===== src/rtl/serial_adder_pkg.sv =====
// Shared types and sizing helpers for the bit-serial adder.
package serial_adder_pkg;

  typedef enum logic [1:0] {
    IDLE  = 2'd0,
    SHIFT = 2'd1,
    DONE  = 2'd2
  } state_t;

  localparam int WIDTH_DEFAULT = 8;

  // Bit counter must index 0..WIDTH-1; never narrower than one bit.
  function automatic int cnt_width(input int width);
    return (width < 2) ? 1 : $clog2(width);
  endfunction

endpackage


===== src/rtl/full_adder_cell.sv =====
// Per-bit full adder built from two half adders and an OR for the carry.
module full_adder_cell (
  input  logic a,
  input  logic b,
  input  logic cin,
  output logic sum,
  output logic cout
);

  logic s0;
  logic c0;
  logic c1;

  half_adder u_ha0 (
    .a (a),
    .b (b),
    .s (s0),
    .c (c0)
  );

  half_adder u_ha1 (
    .a (s0),
    .b (cin),
    .s (sum),
    .c (c1)
  );

  assign cout = c0 | c1;

endmodule


===== src/rtl/half_adder.sv =====
// 1-bit half-adder cell.
module half_adder (
  input  logic a,
  input  logic b,
  output logic s,
  output logic c
);

  assign s = a ^ b;
  assign c = a & b;

endmodule


===== src/rtl/serial_adder.sv =====
// Bit-serial ripple adder, LSB first, with valid/ready on both sides.
// Define SERIAL_ADDER_OVERFLOW_EN to add the o_overflow (signed overflow) port.
//
// state | meaning
// IDLE  | o_ready high, waiting for operands
// SHIFT | one full-adder step per clock, WIDTH steps total
// DONE  | o_valid high, result held until the output handshake
module serial_adder
  import serial_adder_pkg::*;
#(
  parameter int WIDTH = WIDTH_DEFAULT
) (
  input  logic             i_clk,
  input  logic             i_rst_n,
  input  logic             i_valid,
  output logic             o_ready,
  input  logic [WIDTH-1:0] i_a,
  input  logic [WIDTH-1:0] i_b,
  input  logic             i_cin,
  output logic             o_valid,
  input  logic             i_ready,
  output logic [WIDTH-1:0] o_sum,
  output logic             o_cout,
  output logic             o_busy
`ifdef SERIAL_ADDER_OVERFLOW_EN
  ,
  output logic             o_overflow
`endif
);

  localparam int CNT_W = cnt_width(WIDTH);
  localparam logic [CNT_W-1:0] CNT_LAST = CNT_W'(WIDTH - 1);

  state_t           state_q;
  logic [WIDTH-1:0] a_q;
  logic [WIDTH-1:0] b_q;
  logic [WIDTH-1:0] sum_q;
  logic             carry_q;
  logic             cout_q;
  logic [CNT_W-1:0] cnt_q;
  logic             ready_q;
  logic             valid_q;
  logic             fa_sum;
  logic             fa_cout;
`ifdef SERIAL_ADDER_OVERFLOW_EN
  logic             ovf_q;
`endif

  full_adder_cell u_fa (
    .a    (a_q[0]),
    .b    (b_q[0]),
    .cin  (carry_q),
    .sum  (fa_sum),
    .cout (fa_cout)
  );

  always_ff @(posedge i_clk or negedge i_rst_n) begin
    if (!i_rst_n) begin
      state_q <= IDLE;
      a_q     <= '0;
      b_q     <= '0;
      sum_q   <= '0;
      carry_q <= 1'b0;
      cout_q  <= 1'b0;
      cnt_q   <= '0;
      ready_q <= 1'b0;
      valid_q <= 1'b0;
`ifdef SERIAL_ADDER_OVERFLOW_EN
      ovf_q   <= 1'b0;
`endif
    end else begin
      case (state_q)
        IDLE: begin
          ready_q <= 1'b1;
          if (i_valid && ready_q) begin
            a_q     <= i_a;
            b_q     <= i_b;
            carry_q <= i_cin;
            cnt_q   <= '0;
            ready_q <= 1'b0;
            state_q <= SHIFT;
          end
        end
        SHIFT: begin
          a_q     <= a_q >> 1;
          b_q     <= b_q >> 1;
          sum_q   <= {fa_sum, sum_q[WIDTH-1:1]};
          carry_q <= fa_cout;
          cnt_q   <= cnt_q + 1'b1;
          if (cnt_q == CNT_LAST) begin
            // carry_q here is the carry into the MSB
            cout_q  <= fa_cout;
            valid_q <= 1'b1;
            state_q <= DONE;
`ifdef SERIAL_ADDER_OVERFLOW_EN
            ovf_q   <= carry_q ^ fa_cout;
`endif
          end
        end
        DONE: begin
          if (i_ready) begin
            valid_q <= 1'b0;
            ready_q <= 1'b1;
            state_q <= IDLE;
          end
        end
        default: begin
          state_q <= IDLE;
          ready_q <= 1'b0;
          valid_q <= 1'b0;
        end
      endcase
    end
  end

  assign o_ready = ready_q;
  assign o_valid = valid_q;
  assign o_sum   = sum_q;
  assign o_cout  = cout_q;
  assign o_busy  = (state_q != IDLE);
`ifdef SERIAL_ADDER_OVERFLOW_EN
  assign o_overflow = ovf_q;
`endif

endmodule


===== config.mk =====
export PLATFORM = sky130hd
export DESIGN_NAME = serial_adder
export DESIGN_NICKNAME = d
export VERILOG_FILES = /design/src/rtl/serial_adder_pkg.sv /design/src/rtl/full_adder_cell.sv /design/src/rtl/half_adder.sv /design/src/rtl/serial_adder.sv
export SDC_FILE = /design/constraint.sdc
export NUM_CORES = 1
export LEC_CHECK = 0
export BUFFER_PORTS_ARGS = -buffer_cell sky130_fd_sc_hd__buf_2
export CAP_MARGIN = 30
export CORE_ASPECT_RATIO = 0.8
export CORE_MARGIN = 5
export CORE_UTILIZATION = 39
export DETAILED_ROUTE_END_ITERATION = 10
export PLACE_DENSITY = 0.59
export SLEW_MARGIN = 20
export SYNTH_ARGS = -nofsm -noshare
export SYNTH_HDL_FRONTEND = slang
export SYNTH_SLANG_ARGS = --single-unit

===== constraint.sdc =====
create_clock -name i_clk -period 1.45 [get_ports i_clk]
set_input_delay 0.0725 -clock i_clk [delete_from_list [all_inputs] [get_ports i_clk]]
set_output_delay 0.0725 -clock i_clk [all_outputs]
set_load 0.05 [all_outputs]

Word level (Yosys, flattened, before mapping)
Cells that the tools add are included.
- flip-flop bits (word level): 33
- add/subtract/negate cells: 1
- equal/unequal tests: 6
- mux-type cells: 18
- bitwise logic cells: 7
- reductions and logical operators: 9
- operator list (kind ; count):
    $pmux W8 S2 ; 2
    $mux W8 ; 2
    $mux W2 ; 3
    $ne A2 B2 Y1 const B ; 3
    $pmux W1 S3 ; 2
    $pmux W2 S3 ; 1
    $pmux W3 S2 ; 1
    $reduce_and A2 Y1 ; 3
    $reduce_and A3 Y1 ; 2
    $mux W1 ; 5
    $reduce_bool A2 Y1 ; 2
    $add A3 B1 Y3 const B ; 1
    $eq A3 B3 Y1 const B ; 1
    $mux W3 ; 1
    $and A1 B1 Y1 ; 2
    $eq A2 B1 Y1 const B ; 1
    $eq A2 B2 Y1 const B ; 1
    $logic_not A2 Y1 ; 1
    $not A1 Y1 ; 2
    $pmux W1 S2 ; 1
    $xor A1 B1 Y1 ; 2
    $logic_and A1 B1 Y1 ; 1
    $or A1 B1 Y1 ; 1

Depth between registers and ports, before layout
Gate-level depths: netlist of run 1.
- depth in word-level cells: 4
- gate-level depth with buffers: 5

Cells and area by module
From an unflattened synthesis of run 1, not the netlist that was laid out.
- cells, all modules: 135
- area, all modules: 1645.3 sq um
- modules (own cells, without submodules) (module ; times used ; cells an instance ; area an instance (sq um) ; seq. area each (sq um)):
    serial_adder ; 1 ; 132 ; 1614.0 ; 825.8
    half_adder ; 2 ; 1 ; 12.5 ; 0.0
    full_adder_cell ; 1 ; 1 ; 6.3 ; 0.0

Worst setup path after synthesis of run 1
No wires, ideal clock.
- kind: flip-flop to flip-flop
- start: register ready_q, in the netlist o_ready
- end: register a_q[5]
- setup time: 125 ps
- arrival time: 1643 ps
- required time: 1325 ps
- setup slack: -318 ps
- stages on the path, launching flop included: 5
- path buffers: 1
- path through: dfrtp_1 > a21oi_1 > nor2_2 > buf_6 > mux2_2
- word-level cells in the longest chain between the ends: 3
- RTL lines (what ; line ; RTL):
    start: declaration ; serial_adder.sv:41 ; logic ready_q;
    start signal: assignment ; serial_adder.sv:66 ; ready_q <= 1'b0;
    start signal: assignment ; serial_adder.sv:74 ; ready_q <= 1'b1;
    start signal: assignment ; serial_adder.sv:80 ; ready_q <= 1'b0;
    $logic_and A1 B1 Y1 ; serial_adder.sv:75 ; if (i_valid && ready_q) begin
    $ne A2 B2 Y1 (no line) ; - ;
    $reduce_and A2 Y1 (no line) ; - ;
    end signal: assignment ; serial_adder.sv:76 ; a_q <= i_a;
    end signal: assignment ; serial_adder.sv:85 ; a_q <= a_q >> 1;
    end: declaration ; serial_adder.sv:35 ; logic [WIDTH-1:0] a_q;
Every way passes these cells.
A chain may end at the register's enable or synchronous reset.

Final worst setup path of run 1
- start: register a_q[0]
- end: register carry_q
- word-level cells in the longest chain between the ends: 4
- RTL lines (what ; line ; RTL):
    $xor A1 B1 Y1 ; half_adder.sv:9 ; assign s = a ^ b;
    $and A1 B1 Y1 ; half_adder.sv:10 ; assign c = a & b;
    $or A1 B1 Y1 (*) ; full_adder_cell.sv:28 ; assign cout = c0 | c1;
    net fa_cout ; serial_adder.sv:44 ; logic fa_cout;
    $pmux W1 S2 (*) ; serial_adder.sv:72 ; case (state_q)
    end signal: assignment ; serial_adder.sv:78 ; carry_q <= i_cin;
    end signal: assignment ; serial_adder.sv:88 ; carry_q <= fa_cout;
    end: declaration ; serial_adder.sv:38 ; logic carry_q;
Mark *: on every way through the listed nets, which the timed path passes. The rest lies on a longest branch.

==> results.ini, run 1 <==
[outcome]
status=completed

[place]
gp_congestion=0.7194
dpl.cell_count=223
port_buffers=32
dpl.hpwl_um=2188

[timing]
fmax_mhz=694.1
worst-slew-pin-transition_ns=0.3994
skew_ns=0.004939
hold_viol_final=0
layout_min_cycle_time_ns=1.441
fin_crit_sh_pct=99.36
rsz0062_at_grt=yes
max_slew_margin_pct=73.37
finalMaxSlewViolations=0
setup_viol=0

[pwr]
p_per_area_nw_per_um2=2667
leakagePower_nw=1.086
fin_total_pwr_mw=5.677
vdd_drop_max_mv=0.9241

[floorplan]
die_area_um2=5593
num_io_pins=33
rows=21
die_w_um=82.37
placeableCoreArea_um2=4125
die_h_um=67.90
start_util_pct=39.61

[global_routing]
grt_overflow=0
grt_max_degree=18
antenna_found_initial=0
grt_pass1_wl_um=5333
grt_pass1_vias=1168
grt_use_total_pct=12.93

[cells_and_area]
area_delta_synth_final_pct=30.24
antenna-diode-count=0
final_cell_count_no_fill=239
final_core_utilization_pct=51.59
layout.nets=205
drive_above_1_share_pct=51.65

[yosys]
synth_nets=157
synth-simple-area-share_pct=12.17
seq_area_frac_synth_pct=50.54
ys_ff_latch=33
synth.avg_cell_area_um2=12.29
synth_area_um2=1634
yosysWarnings=0
synth_xor_area_share_pct=0
synth_compound_area_share_pct=3.982
yosysUniqueCellTypes=20
synthAdderAreaFrac_pct=2.757
synth_mux_area_share_pct=26.42
synth_cells=133
synth_top_family_by_area=multiplexers

[critical_path]
crit_type=reg -> reg
critPathMaxFanout=2
critPathCaptureType=flop
cp-start-kind=flop
crit_start=a_q[0]
worstPathRequired_ns=1.63
worstPathArrival_ns=1.62
timing.rr.start=a_q[0]

[clocking]
clk_pin_slew_ns=0.07
clock_latency_ns=0.29
cts.path.max_buffers=2
cts_tree=yes
cts.sinks=33
h-tree-depth=2
root_buffer=clkbuf_8
numCtsBuffers=5

[drt]
drt-initial-drc-count=63
ant_nets=0
drc=0
vias_per_cell=4.661
via_count=1114
routed_wl_um=3212
wl_per_cell_um=13.44
first_pass_iters=4

[min_path]
hold_path_class=in -> reg
hold_path.startpoint=i_ready

[job]
max-cap-violations=0

## metal layers
metal	global-route usage [%]	wire [µm]	vias to the layer above	part of all wire (%)
li1	-	-	542	-
met1	16.60	1499	534	47
met2	19.80	1458	29	45
met3	3.684	195	9	6.1
met4	6.846	59	0	1.8
met5	0	0	-	0
## final timing paths
path / end / slack, ns / cells past startpoint
worst max register to register: carry_q / 0.009 / 3
worst max-delay path: carry_q / 0.009 / 3
worst min register to register: o_sum[0] / 0.47 / 2
max in group asynchronous: o_ready / 0.76 / 3
min in group asynchronous: b_q[5] / 0.24 / 2
worst min-delay path: state_q[1] / 0.07 / 4
## registers in the layout, summed over array words and instances, names as in the netlist
name,flops
a_q,8
b_q,8
o_sum,8
cnt_q,3
state_q,2
carry_q,1
o_cout,1
o_ready,1
o_valid,1
## logic make-up after synthesis
logic type,after synthesis
compound gates,12
fa+ha+maj,3
buf+inv,7
flops,33
mux,32
simple gates,46
## synthesized netlist by cell type
master	count	area, µm²
o21ai_0	7	35.03
nand2_1	36	135.1
mux2_2	13	146.4
dfrtp_1	33	825.8
or2_2	1	6.260
and3b_1	1	8.760
a22oi_1	2	15.01
ha_1	2	25.02
buf_12	1	20.02
a21oi_1	3	15.01
nand2b_4	1	13.76
nor2_2	1	6.260
nor2_1	4	15.01
and2b_1	1	7.510
and2_1	1	6.260
buf_6	3	33.78
mux2_4	19	285.3
fa_1	1	20.02
clkbuf_1	1	3.750
buf_2	2	10.01
## cell usage in the layout (no fill, tap or decap), types with 2 or more instances in the layout
cell type  Yosys  final
o21ai_0        7      7
bufinv_16      0      2
mux2_2        13     11
mux2_4        19     21
a22oi_1        2      2
a21oi_1        3      2
buf_2          2     31
buf_12         1      2
dfrtp_2        0      2
buf_6          3      3
nand2_1       36     36
nor2_1         4      4
buf_4          0     10
dfrtp_1       33     31
clkbuf_8       0      5
nand2b_4       1      2
ha_1           2      2
## critical path: stages (launching register included)
cell and delay (ns):
dfrtp_1 0.40, fa_2 0.41, mux2_4 0.27, mux2_4 0.25
## where the power goes
part	switching, mW	total (mW)	internal, mW
combinational	1.48	3.01	1.53
clock	0.339	1.02	0.682
sequential	0.287	1.65	1.36
total	2.11	5.68	3.57
## cell type report
| type | instances | area, µm² |
|---|---|---|
| Tap cell | 57 | 71.32 |
| Timing Repair Buffer | 47 | 314.1 |
| Sequential cell | 33 | 828.3 |
| Fill cell | 403 | 1997 |
| Multi-Input combinational cell | 94 | 780.7 |
| Clock inverter | 3 | 65.06 |
| Clock buffer | 5 | 68.82 |
## stage by stage
stage / cell area (µm²) / TNS (ns) / hold WS [ns] / worst slack [ns]
after floorplan: 1659 / -0.1660 / -0.2231 / -0.01595
after global placement: 1908 / -0.005631 / 0.01566 / -0.005631
after detailed placement: 1908 / -0.03465 / 0.02403 / -0.03465
after CTS: 2057 / 0 / 0.07080 / 0.005491
after global routing: 2128 / -0.01159 / 0.09184 / -0.007986
final: 2128 / 0 / 0.07473 / 0.009298
## timing repair
item                                   4_1_cts  5_1_grt
pin swaps                                    0        1
gates resized for setup                      2        5
hold buffers                                 1        0
endpoints found under the hold margin       16        0
gates cloned                                 0        1
setup buffers                                0        6
setup endpoints to repair                    2       14
No activity file was read; power rests on OpenSTA's default activity.
==> run 2: changes to the inputs <==
PLACE_DENSITY = 0.57   (was 0.59)
clock period = 1.4 ns   (was 1.45 ns; I/O delays follow)
==> run 2 against run 1 <==
Compared with the run above: the run now ends with negative setup slack left; clock skew is 0.0012 ns higher; core utilization is 0.49 points higher; non-clock buffer count is 1 lower; critical path depth stayed put; sequential power is 5% higher; first-iteration DRC count is 16% lower; combinational power is 11% higher; power is 5.6% higher; critical endpoint unchanged; critical path type unchanged; highest routed layer unchanged; die area stayed put.
==> results.ini, run 2 (synthesis gave the netlist of run 1 again) <==
[clocking]
h-tree-depth=2
clk_pin_slew_ns=0.07
numCtsBuffers=5
root_buffer=clkbuf_8
cts_tree=yes
cts.path.max_buffers=2
cts.sinks=33
clock_latency_ns=0.29

[drt]
drt-initial-drc-count=53
routed_wl_um=3349
first_pass_iters=4
wl_per_cell_um=14.07
ant_nets=0
via_count=1100
drc=0
vias_per_cell=4.622

[critical_path]
cp-start-kind=flop
reg2reg_setup_slack_ns=-0.04
critical_path.top_delay_family=multiplexers
crit_start=b_q[0]
cp_common_cell=mux2_4
crit_type=reg -> reg
crit_path_max_incr_delay_ns=0.40
cp_cell_sequence=fa_2, mux2_4, mux2_4
timing.rr.start=b_q[0]
critPathCaptureType=flop
critPathBufInv=0
r2r-end=carry_q
critPathMaxFanout=2
crit_cells=3
worstPathRequired_ns=1.58
cp_slowest_cell=dfrtp_1
reg2reg_depth=3
worstPathArrival_ns=1.61
worstSetupEndpoint=carry_q

[cells_and_area]
final_core_utilization_pct=52.08
final_cell_count_no_fill=238
antenna-diode-count=0
area_delta_synth_final_pct=31.47
final_cell_mix=nand2_1 (35), dfrtp_1 (31), buf_2 (31)
final_area_um2=2148
drive_above_1_share_pct=51.38
final_common_cell=nand2_1
layout.nets=204

[floorplan]
die_h_um=67.90
rows=21
die_w_um=82.37
start_util_pct=39.61
num_io_pins=33
placeableCoreArea_um2=4125
die_area_um2=5593

[timing]
worst-slew-pin-transition_ns=0.4146
setup_viol=9
max_slew_margin_pct=72.36
hold_viol_final=0
finalMaxSlewViolations=0
finalWorstSetupSlack_ns=-0.03790
layout_min_cycle_time_ns=1.438
skew_ns=0.006161
finalSetupTns_ns=-0.1194
whs_ns=0.05658
fmax_mhz=695.5
fin_crit_sh_pct=102.7
rsz0062_at_grt=yes

[global_routing]
grt_use_total_pct=14.24
grt_pass1_wl_um=5671
grt_max_degree=34
grt_pass1_vias=1161
antenna_found_initial=0
grt_overflow=0

[pwr]
fin_total_pwr_mw=5.997
p_per_area_nw_per_um2=2792
vdd_drop_max_mv=1.045
leakagePower_nw=1.105

[place]
port_buffers=32
dpl.cell_count=222
gp_congestion=0.7755
dpl-instance-area_um2=1901
dpl.hpwl_um=2305
pre_cts_ws_ns=-0.1017

[job]
max-cap-violations=0

[outcome]
violations=negative setup slack
status=finished, violations left

[min_path]
hold_path_class=in -> reg

[run 2: cell type report]
| cell class | instances | area [µm²] |
|---|---|---|
| clock inverter | 1 | 30.03 |
| timing repair buffer | 46 | 327.8 |
| fill | 379 | 1977 |
| clock buffer | 7 | 86.33 |
| multi-input combinational | 94 | 804.5 |
| sequential | 33 | 828.3 |
| tap | 57 | 71.32 |
[run 2: tightest hold or removal path, delay by kind of cell]
| kind | cells | cell delay (ns) |
|---|---|---|
| simple gates | 3 | 0.14 |
| buf+inv | 1 | 0.09 |
[run 2: report_power, final]
part	switching [mW]	leakage [nW]	internal, mW
Clock	0.342	0.0585	0.580
Sequential	0.327	0.405	1.41
Combinational	1.59	0.642	1.75
[run 2: worst min path at each step]
stage / startpoint / endpoint / slack, ns / cells after the start
global placement: i_rst_n / o_valid / 0.12 / 2
finish: i_ready / state_q[1] / 0.06 / 4
detailed placement: i_rst_n / o_valid / 0.12 / 2
floorplan: i_rst_n / a_q[0] / -0.23 / 0
global route: i_ready / state_q[1] / 0.08 / 4
CTS: i_ready / state_q[1] / 0.04 / 4
[run 2: timing repair]
action	4_1_cts	5_1_grt
buffers inserted	3	2
endpoints found under the setup margin	16	17
hold endpoints to repair	33	0
gates resized for setup	7	8
pin swaps	1	1
gates cloned	1	1
hold buffers	1	0
[run 2: per-layer routing]
layer	wire length, µm	track usage [%]	vias up
met1	1587	17.96	532
met2	1532	21.80	21
met3	179	3.816	6
met5	0	0	-
li1	-	-	541
met4	51	8.714	0
